### config.mk
export PLATFORM = sky130hd
export DESIGN_NAME = mem_access_unit
export DESIGN_NICKNAME = d
export VERILOG_FILES = /design/src/rtl/mem_access_unit_pkg.sv /design/src/rtl/mem_access_unit_load_data_extend.sv /design/src/rtl/mem_access_unit.sv
export SDC_FILE = /design/constraint.sdc
export NUM_CORES = 1
export LEC_CHECK = 0
export ABC_AREA = 1
export CORE_ASPECT_RATIO = 1.4
export CORE_UTILIZATION = 42
export CTS_CLUSTER_SIZE = 16
export DETAILED_ROUTE_END_ITERATION = 10
export GPL_TIMING_DRIVEN = 0
export PLACE_DENSITY = 0.77
export SETUP_SLACK_MARGIN = 0.3
export SLEW_MARGIN = 20
export SYNTH_ARGS = -nofsm -noshare
export SYNTH_HDL_FRONTEND = slang
export SYNTH_HIERARCHICAL = 1
export SYNTH_SLANG_ARGS = --single-unit
### constraint.sdc
create_clock -name clk -period 3.61 [get_ports clk]
set_input_delay 0.722 -clock clk [delete_from_list [all_inputs] [get_ports clk]]
set_output_delay 0.722 -clock clk [all_outputs]
set_load 0.01 [all_outputs]
### src/rtl/mem_access_unit_pkg.sv
// Shared encodings for the memory-stage load/store unit: access sizes,
// response error codes, FSM states and the byte-lane enable mapping.
package mem_access_unit_pkg;

  localparam logic [1:0] SZ_BYTE = 2'b00;
  localparam logic [1:0] SZ_HALF = 2'b01;
  localparam logic [1:0] SZ_WORD = 2'b10;

  localparam logic [1:0] ERR_NONE     = 2'b00;
  localparam logic [1:0] ERR_MISALIGN = 2'b01;
  localparam logic [1:0] ERR_ILLEGAL  = 2'b10;
  localparam logic [1:0] ERR_TIMEOUT  = 2'b11;

  typedef enum logic [1:0] {
    ST_IDLE   = 2'd0,
    ST_ACCESS = 2'd1,
    ST_RESP   = 2'd2
  } state_e;

  // Big-endian lanes: offset 0 is be[3] / bits [31:24].
  function automatic logic [3:0] lane_be(input logic [1:0] size, input logic [1:0] off);
    case (size)
      SZ_BYTE: return 4'b1000 >> off;
      SZ_HALF: return off[1] ? 4'b0011 : 4'b1100;
      default: return 4'b1111;
    endcase
  endfunction

  function automatic logic [1:0] check_req(input logic [1:0] size, input logic [1:0] off);
    if (size == 2'b11)                        return ERR_ILLEGAL;
    else if (size == SZ_HALF && off[0])       return ERR_MISALIGN;
    else if (size == SZ_WORD && off != 2'b00) return ERR_MISALIGN;
    else                                      return ERR_NONE;
  endfunction

endpackage

### src/rtl/mem_access_unit_load_data_extend.sv
// Picks the addressed byte/half out of a big-endian 32-bit read word and
// sign- or zero-extends it to 32 bits. Purely combinational.
module load_data_extend
  import mem_access_unit_pkg::*;
(
  input  logic [31:0] rdata_i,
  input  logic [1:0]  off_i,
  input  logic [1:0]  size_i,
  input  logic        signed_i,
  output logic [31:0] data_o
);

  logic [7:0]  byte_sel;
  logic [15:0] half_sel;

  always_comb begin
    case (off_i)
      2'd0:    byte_sel = rdata_i[31:24];
      2'd1:    byte_sel = rdata_i[23:16];
      2'd2:    byte_sel = rdata_i[15:8];
      default: byte_sel = rdata_i[7:0];
    endcase
    half_sel = off_i[1] ? rdata_i[15:0] : rdata_i[31:16];
  end

  always_comb begin
    case (size_i)
      SZ_BYTE: data_o = {{24{signed_i & byte_sel[7]}}, byte_sel};
      SZ_HALF: data_o = {{16{signed_i & half_sel[15]}}, half_sel};
      default: data_o = rdata_i;
    endcase
  end

endmodule

### src/rtl/mem_access_unit.sv
// Memory-stage load/store engine: lane-aligns stores, runs one req/ack bus
// transaction with a timeout, and returns extended load data or an error.
module mem_access_unit
  import mem_access_unit_pkg::*;
#(
  parameter int DATA_WIDTH     = 32,
  parameter int ADDR_WIDTH     = 32,
  parameter int TIMEOUT_CYCLES = 16
) (
  input  logic                  clk,
  input  logic                  rst,
  input  logic                  req_valid,
  output logic                  req_ready,
  input  logic                  req_we,
  input  logic [1:0]            req_size,
  input  logic                  req_signed,
  input  logic [ADDR_WIDTH-1:0] req_addr,
  input  logic [DATA_WIDTH-1:0] req_wdata,
  output logic                  mem_req,
  output logic                  mem_we,
  output logic [ADDR_WIDTH-1:0] mem_addr,
  output logic [3:0]            mem_be,
  output logic [DATA_WIDTH-1:0] mem_wdata,
  input  logic                  mem_ack,
  input  logic [DATA_WIDTH-1:0] mem_rdata,
  output logic                  rsp_valid,
  input  logic                  rsp_ready,
  output logic [DATA_WIDTH-1:0] rsp_rdata,
  output logic [1:0]            rsp_err
);

  localparam int CW = $clog2(TIMEOUT_CYCLES + 1);

  state_e                state_q, state_d;
  logic                  req_ready_q, req_ready_d;
  logic                  mem_req_q, mem_req_d;
  logic                  mem_we_q, mem_we_d;
  logic [ADDR_WIDTH-1:0] mem_addr_q, mem_addr_d;
  logic [3:0]            mem_be_q, mem_be_d;
  logic [DATA_WIDTH-1:0] mem_wdata_q, mem_wdata_d;
  logic                  rsp_valid_q, rsp_valid_d;
  logic [DATA_WIDTH-1:0] rsp_rdata_q, rsp_rdata_d;
  logic [1:0]            rsp_err_q, rsp_err_d;
  logic [CW-1:0]         cnt_q, cnt_d;
  logic [1:0]            size_q, size_d;
  logic [1:0]            off_q, off_d;
  logic                  sgn_q, sgn_d;

  logic                  accept, ack_hit, to_hit;
  logic [1:0]            chk_err;
  logic [DATA_WIDTH-1:0] st_data, ld_data;

  assign accept  = req_valid && req_ready_q && (state_q == ST_IDLE);
  assign chk_err = check_req(req_size, req_addr[1:0]);
  assign ack_hit = (state_q == ST_ACCESS) && mem_ack;
  // Ack on the final allowed cycle takes priority over the timeout.
  assign to_hit  = (state_q == ST_ACCESS) && !mem_ack &&
                   (cnt_q == CW'(TIMEOUT_CYCLES - 1));

  always_comb begin
    case (req_size)
      SZ_BYTE: st_data = {4{req_wdata[7:0]}};
      SZ_HALF: st_data = {2{req_wdata[15:0]}};
      default: st_data = req_wdata;
    endcase
  end

  load_data_extend u_ext (
    .rdata_i  (mem_rdata),
    .off_i    (off_q),
    .size_i   (size_q),
    .signed_i (sgn_q),
    .data_o   (ld_data)
  );

  always_ff @(posedge clk or posedge rst) begin
    if (rst) begin
      state_q     <= ST_IDLE;
      req_ready_q <= 1'b1;
      mem_req_q   <= 1'b0;
      mem_we_q    <= 1'b0;
      mem_addr_q  <= '0;
      mem_be_q    <= '0;
      mem_wdata_q <= '0;
      rsp_valid_q <= 1'b0;
      rsp_rdata_q <= '0;
      rsp_err_q   <= ERR_NONE;
      cnt_q       <= '0;
      size_q      <= SZ_BYTE;
      off_q       <= '0;
      sgn_q       <= 1'b0;
    end else begin
      state_q     <= state_d;
      req_ready_q <= req_ready_d;
      mem_req_q   <= mem_req_d;
      mem_we_q    <= mem_we_d;
      mem_addr_q  <= mem_addr_d;
      mem_be_q    <= mem_be_d;
      mem_wdata_q <= mem_wdata_d;
      rsp_valid_q <= rsp_valid_d;
      rsp_rdata_q <= rsp_rdata_d;
      rsp_err_q   <= rsp_err_d;
      cnt_q       <= cnt_d;
      size_q      <= size_d;
      off_q       <= off_d;
      sgn_q       <= sgn_d;
    end
  end

  always_comb begin
    state_d = state_q;
    case (state_q)
      ST_IDLE:   if (accept) state_d = (chk_err != ERR_NONE) ? ST_RESP : ST_ACCESS;
      ST_ACCESS: if (ack_hit || to_hit) state_d = ST_RESP;
      ST_RESP:   if (rsp_ready) state_d = ST_IDLE;
      default:   state_d = ST_IDLE;
    endcase
  end

  always_comb begin
    req_ready_d = req_ready_q;
    mem_req_d   = mem_req_q;
    mem_we_d    = mem_we_q;
    mem_addr_d  = mem_addr_q;
    mem_be_d    = mem_be_q;
    mem_wdata_d = mem_wdata_q;
    rsp_valid_d = rsp_valid_q;
    rsp_rdata_d = rsp_rdata_q;
    rsp_err_d   = rsp_err_q;
    cnt_d       = cnt_q;
    size_d      = size_q;
    off_d       = off_q;
    sgn_d       = sgn_q;
    case (state_q)
      ST_IDLE: if (accept) begin
        req_ready_d = 1'b0;
        cnt_d       = '0;
        size_d      = req_size;
        off_d       = req_addr[1:0];
        sgn_d       = req_signed;
        if (chk_err != ERR_NONE) begin
          rsp_valid_d = 1'b1;
          rsp_rdata_d = '0;
          rsp_err_d   = chk_err;
        end else begin
          mem_req_d   = 1'b1;
          mem_we_d    = req_we;
          mem_addr_d  = {req_addr[ADDR_WIDTH-1:2], 2'b00};
          mem_be_d    = lane_be(req_size, req_addr[1:0]);
          mem_wdata_d = req_we ? st_data : '0;
        end
      end
      ST_ACCESS: begin
        if (ack_hit || to_hit) begin
          mem_req_d   = 1'b0;
          mem_we_d    = 1'b0;
          mem_addr_d  = '0;
          mem_be_d    = '0;
          mem_wdata_d = '0;
          rsp_valid_d = 1'b1;
          rsp_rdata_d = (ack_hit && !mem_we_q) ? ld_data : '0;
          rsp_err_d   = ack_hit ? ERR_NONE : ERR_TIMEOUT;
        end else begin
          cnt_d = cnt_q + CW'(1);
        end
      end
      ST_RESP: if (rsp_ready) begin
        rsp_valid_d = 1'b0;
        rsp_rdata_d = '0;
        rsp_err_d   = ERR_NONE;
        req_ready_d = 1'b1;
      end
      default: ;
    endcase
  end

  assign req_ready = req_ready_q;
  assign mem_req   = mem_req_q;
  assign mem_we    = mem_we_q;
  assign mem_addr  = mem_addr_q;
  assign mem_be    = mem_be_q;
  assign mem_wdata = mem_wdata_q;
  assign rsp_valid = rsp_valid_q;
  assign rsp_rdata = rsp_rdata_q;
  assign rsp_err   = rsp_err_q;

endmodule

==> results.txt <==
- The run finished with clean final reports.
- Compared with the post-synthesis result, the final layout area differs by 46.58%.
- Fraction of the cycle the final worst path needs: 62.92%
- Initial core utilization: 42.95%
* Hold Path Stages: 2
- Classification of the worst setup path: flop to output pin
* Largest cells by area after synthesis: sky130_fd_sc_hd__dfrtp_1 (45%), sky130_fd_sc_hd__nand2_1 (19%), sky130_fd_sc_hd__nand4_1 (7.0%)
- The H-tree was split into 4 levels.
- The filler cells instantiated in the layout total 1342.
- Seq/Total Area, Yosys: 44.92%
- For the pin with the worst max-slew slack, the measured transition is 0.6108 ns.
- Largest net degree at the start of global routing: 33
* Ordered cell list for the critical path: clkdlybuf4s50_1
- Count leader, synth: sky130_fd_sc_hd__nand2_1
* Post-CTS setup-driven buffer insertion count: 0
- Peak ir drop on the vdd network: 491.7 uV
- Total congestion overflow after global routing: 0
- Number of synthesized register bits: 116
* Placed wire-length estimate after detailed placement: 15.77 mm
- The worst register-to-register path has a depth of 12.
* Die width: 106.9 um
* Clock buffer depth: 2
- Synth top area share: 44.51%
- Count of instances resized after the clock tree is built: 0
- Final Max Slew Viols: 0
* Routability cong.: 0.9351
* Static leakage: 0.004757 uW
- Setup violations remaining at the end of the flow were counted as 0.
- In the global route stage, overall resource usage came out at 26.62%.
- Cell total after placement: 1284
- STA classifies the critical path endpoint as an output pin.
* Total Nets Final: 1222
* Critical path depth in cells: 1
- The count of nets left with antenna violations once routing finished came out at 0.
- Crit path largest cell delay: 0.58 ns
- TritonCTS created 17 clock buffers.
* Routed vias/inst: 5.069
* Input/output buffers: 207
- Wire length per cell after detailed routing: 15.67 um
* First-pass GRT wire length: 32.42 mm
- Among all flip-flop cells after synthesis, the most frequent one is sky130_fd_sc_hd__dfrtp_1.
- Along the worst path, the maximum fanout reaches 4.
- In this run, distinct cell masters in the synthesized netlist total 32.
- Before antenna repair, the detailed router went through 5 iterations.
- For this run, the number of standard cells in the final layout without fillers is 1317.
- The floorplan step defined a die boundary enclosing 15900 sq um.
- Yosys warning count: 6
- Power spread over the standard cell area amounts to 781.8 nW/um^2.
- After detailed routing, the total wire length is 20.63 mm.
- Across all hold checks on the routed design, the worst slack comes to 0.4656 ns.
* Post-synth EDFFs: 0
- Cells with a size suffix above 1 make up 9.875% of the layout.
- Setup repair after global routing left no endpoint under its margin.
- Latest clock arrival within the worst-skew pair: 0.42 ns
* Hold_buf cts: 0
* Element type at the critical path start: flop
* Worst-path cell with the longest stage delay: sky130_fd_sc_hd__clkdlybuf4s50_1
- The floorplan step defined a core boundary enclosing 15050 sq um.
- Across the run, the number of max-cap violations was 0.
- Crit path buffers/inverters: 1
* Syn Inst Count: 881
- Avg Synthesized Cell Area: 7.338 sq um
* Post-synthesis cell type with the largest combined area: sky130_fd_sc_hd__dfrtp_1
* CP Data Required Time: 2.89 ns
- Root Buffer: sky130_fd_sc_hd__clkbuf_16
- Across the routed clock network, the largest skew measured is 0.009186 ns.
- Vias after detailed routing: 6676
* Clock slew at the register clock pins of the worst setup and hold paths: 0.06 ns
- The min-delay analysis places its worst path in the category flop to flop.
* Sinks on Clock Net: 116
* Commonest cells in the netlist: sky130_fd_sc_hd__nand2_1 (334), sky130_fd_sc_hd__dfrtp_1 (115), sky130_fd_sc_hd__nand3_1 (88), sky130_fd_sc_hd__nor2_1 (74), sky130_fd_sc_hd__nand4_1 (72)
- Remaining design rule violation count: 0
- Proportion of register bits with asynchronous set or reset after synthesis: 100.0%
- The detailed router finished its first iteration with 320 violations.
- After routing, the total negative slack on setup checks comes to 0 ns.
- TritonCTS built the clock tree.
- In this run the vertical extent of the chip is 148.8 um.
* Antenna violations before repair: 1
- Clock period minus final worst setup slack: 2.271 ns
- The count of final hold-check violations was 0.
- The number of global-route vias before repair was 6525.
- Data on the critical path arrives at its endpoint at 1.55 ns.
- The worst pin sits at a relative slew slack of 59.19%.
- The floorplan has 53 rows.
* F_max: 440.3 MHz
* Boundary Pins: 211
* Top delay family on crit path: buffers and inverters
- Mapped Area: 6465 sq um
-- per-layer routing --
metal	up-vias	GRT usage (%)	wire (um)
li1	3287	-	-
met1	3064	30.38	8123
met2	263	45.42	10120
met3	62	6.073	1254
met4	0	15.41	1132
met5	-	0	0
-- cell usage in the layout (no fill, tap or decap), types with 3 or more instances in the layout --
cell type | netlist | final
sky130_fd_sc_hd__nand2_1 | 334 | 334
sky130_fd_sc_hd__clkdlybuf4s50_1 | 0 | 207
sky130_fd_sc_hd__dfrtp_1 | 115 | 115
sky130_fd_sc_hd__nand3_1 | 88 | 88
sky130_fd_sc_hd__nor2_1 | 74 | 74
sky130_fd_sc_hd__nand4_1 | 72 | 72
sky130_fd_sc_hd__inv_1 | 65 | 64
sky130_fd_sc_hd__o21ai_0 | 24 | 24
sky130_fd_sc_hd__buf_2 | 23 | 23
sky130_fd_sc_hd__clkbuf_1 | 19 | 20
sky130_fd_sc_hd__clkbuf_16 | 0 | 17
sky130_fd_sc_hd__or2_2 | 15 | 15
sky130_fd_sc_hd__buf_4 | 9 | 9
sky130_fd_sc_hd__nand3_2 | 6 | 6
sky130_fd_sc_hd__buf_6 | 6 | 6
sky130_fd_sc_hd__ha_1 | 6 | 6
sky130_fd_sc_hd__clkinvlp_4 | 0 | 4
sky130_fd_sc_hd__inv_6 | 0 | 4
sky130_fd_sc_hd__bufinv_16 | 0 | 4
sky130_fd_sc_hd__inv_2 | 3 | 3
sky130_fd_sc_hd__buf_12 | 0 | 3
-- state kept, by name, summed over array words and instances (netlist names), 2 cells and up --
register,cells
rsp_err,2
mem_be,4
state_q,2
size_q,2
cnt_q,5
off_q,2
rsp_rdata,32
mem_wdata,32
mem_addr,30
-- area by class of cell --
class	instances	area [sq um]	area share, %
multi-input cells	639	2980	31.45
clock inverters	14	200.2	2.112
clock buffers	18	429.2	4.529
well taps	192	240.2	2.535
plain buffers	58	325.3	3.433
flip-flops and latches	116	2904	30.64
diodes	1	2.502	0.02641
repair buffers	210	2132	22.50
inverters	69	262.8	2.773
-- stage by stage --
stage	util (%)	setup slack [ns]	area, sq um	total power, uW
after global routing	62.95	1.294	9477	7919
after CTS	62.94	1.327	9474	7448
after global placement	58.36	0.3088	8785	5543
after floorplan	-	1.475	6472	4031
after detailed placement	58.76	1.069	8845	5599
final	62.95	1.339	9477	7409
-- logic make-up (layout without fill, tap and decap cells) --
group | count (synthesis) | in the layout | synth area share [%]
and+or+nand+nor | 599 | 599 | 41.82
buffers and inverters | 127 | 369 | 9.038
DFF | 116 | 116 | 44.92
AOI/OAI and AO/OA | 32 | 32 | 3.000
adders and majority gates | 6 | 6 | 1.161
other | 1 | 3 | 0.05801
-- path summary, 6_finish.rpt --
check | to | startpoint | slack (ns)
max in group asynchronous | req_ready | rst | 2.01
worst max-delay path | req_ready | req_ready | 1.34
min in group asynchronous | rsp_rdata[0] | rst | 0.74
worst min register to register | mem_be[1] | mem_be[1] | 0.47
worst min-delay path | mem_be[1] | mem_be[1] | 0.47
worst max register to register | rsp_err[0] | cnt_q[0] | 1.49
-- where the power goes --
group | total (uW) | internal, uW | switching, uW
clock | 1800 | 1160 | 640
sequential | 2040 | 1760 | 278
combinational | 3570 | 1530 | 2040
total | 7410 | 4450 | 2960
Power figures use the tool's default switching activity.
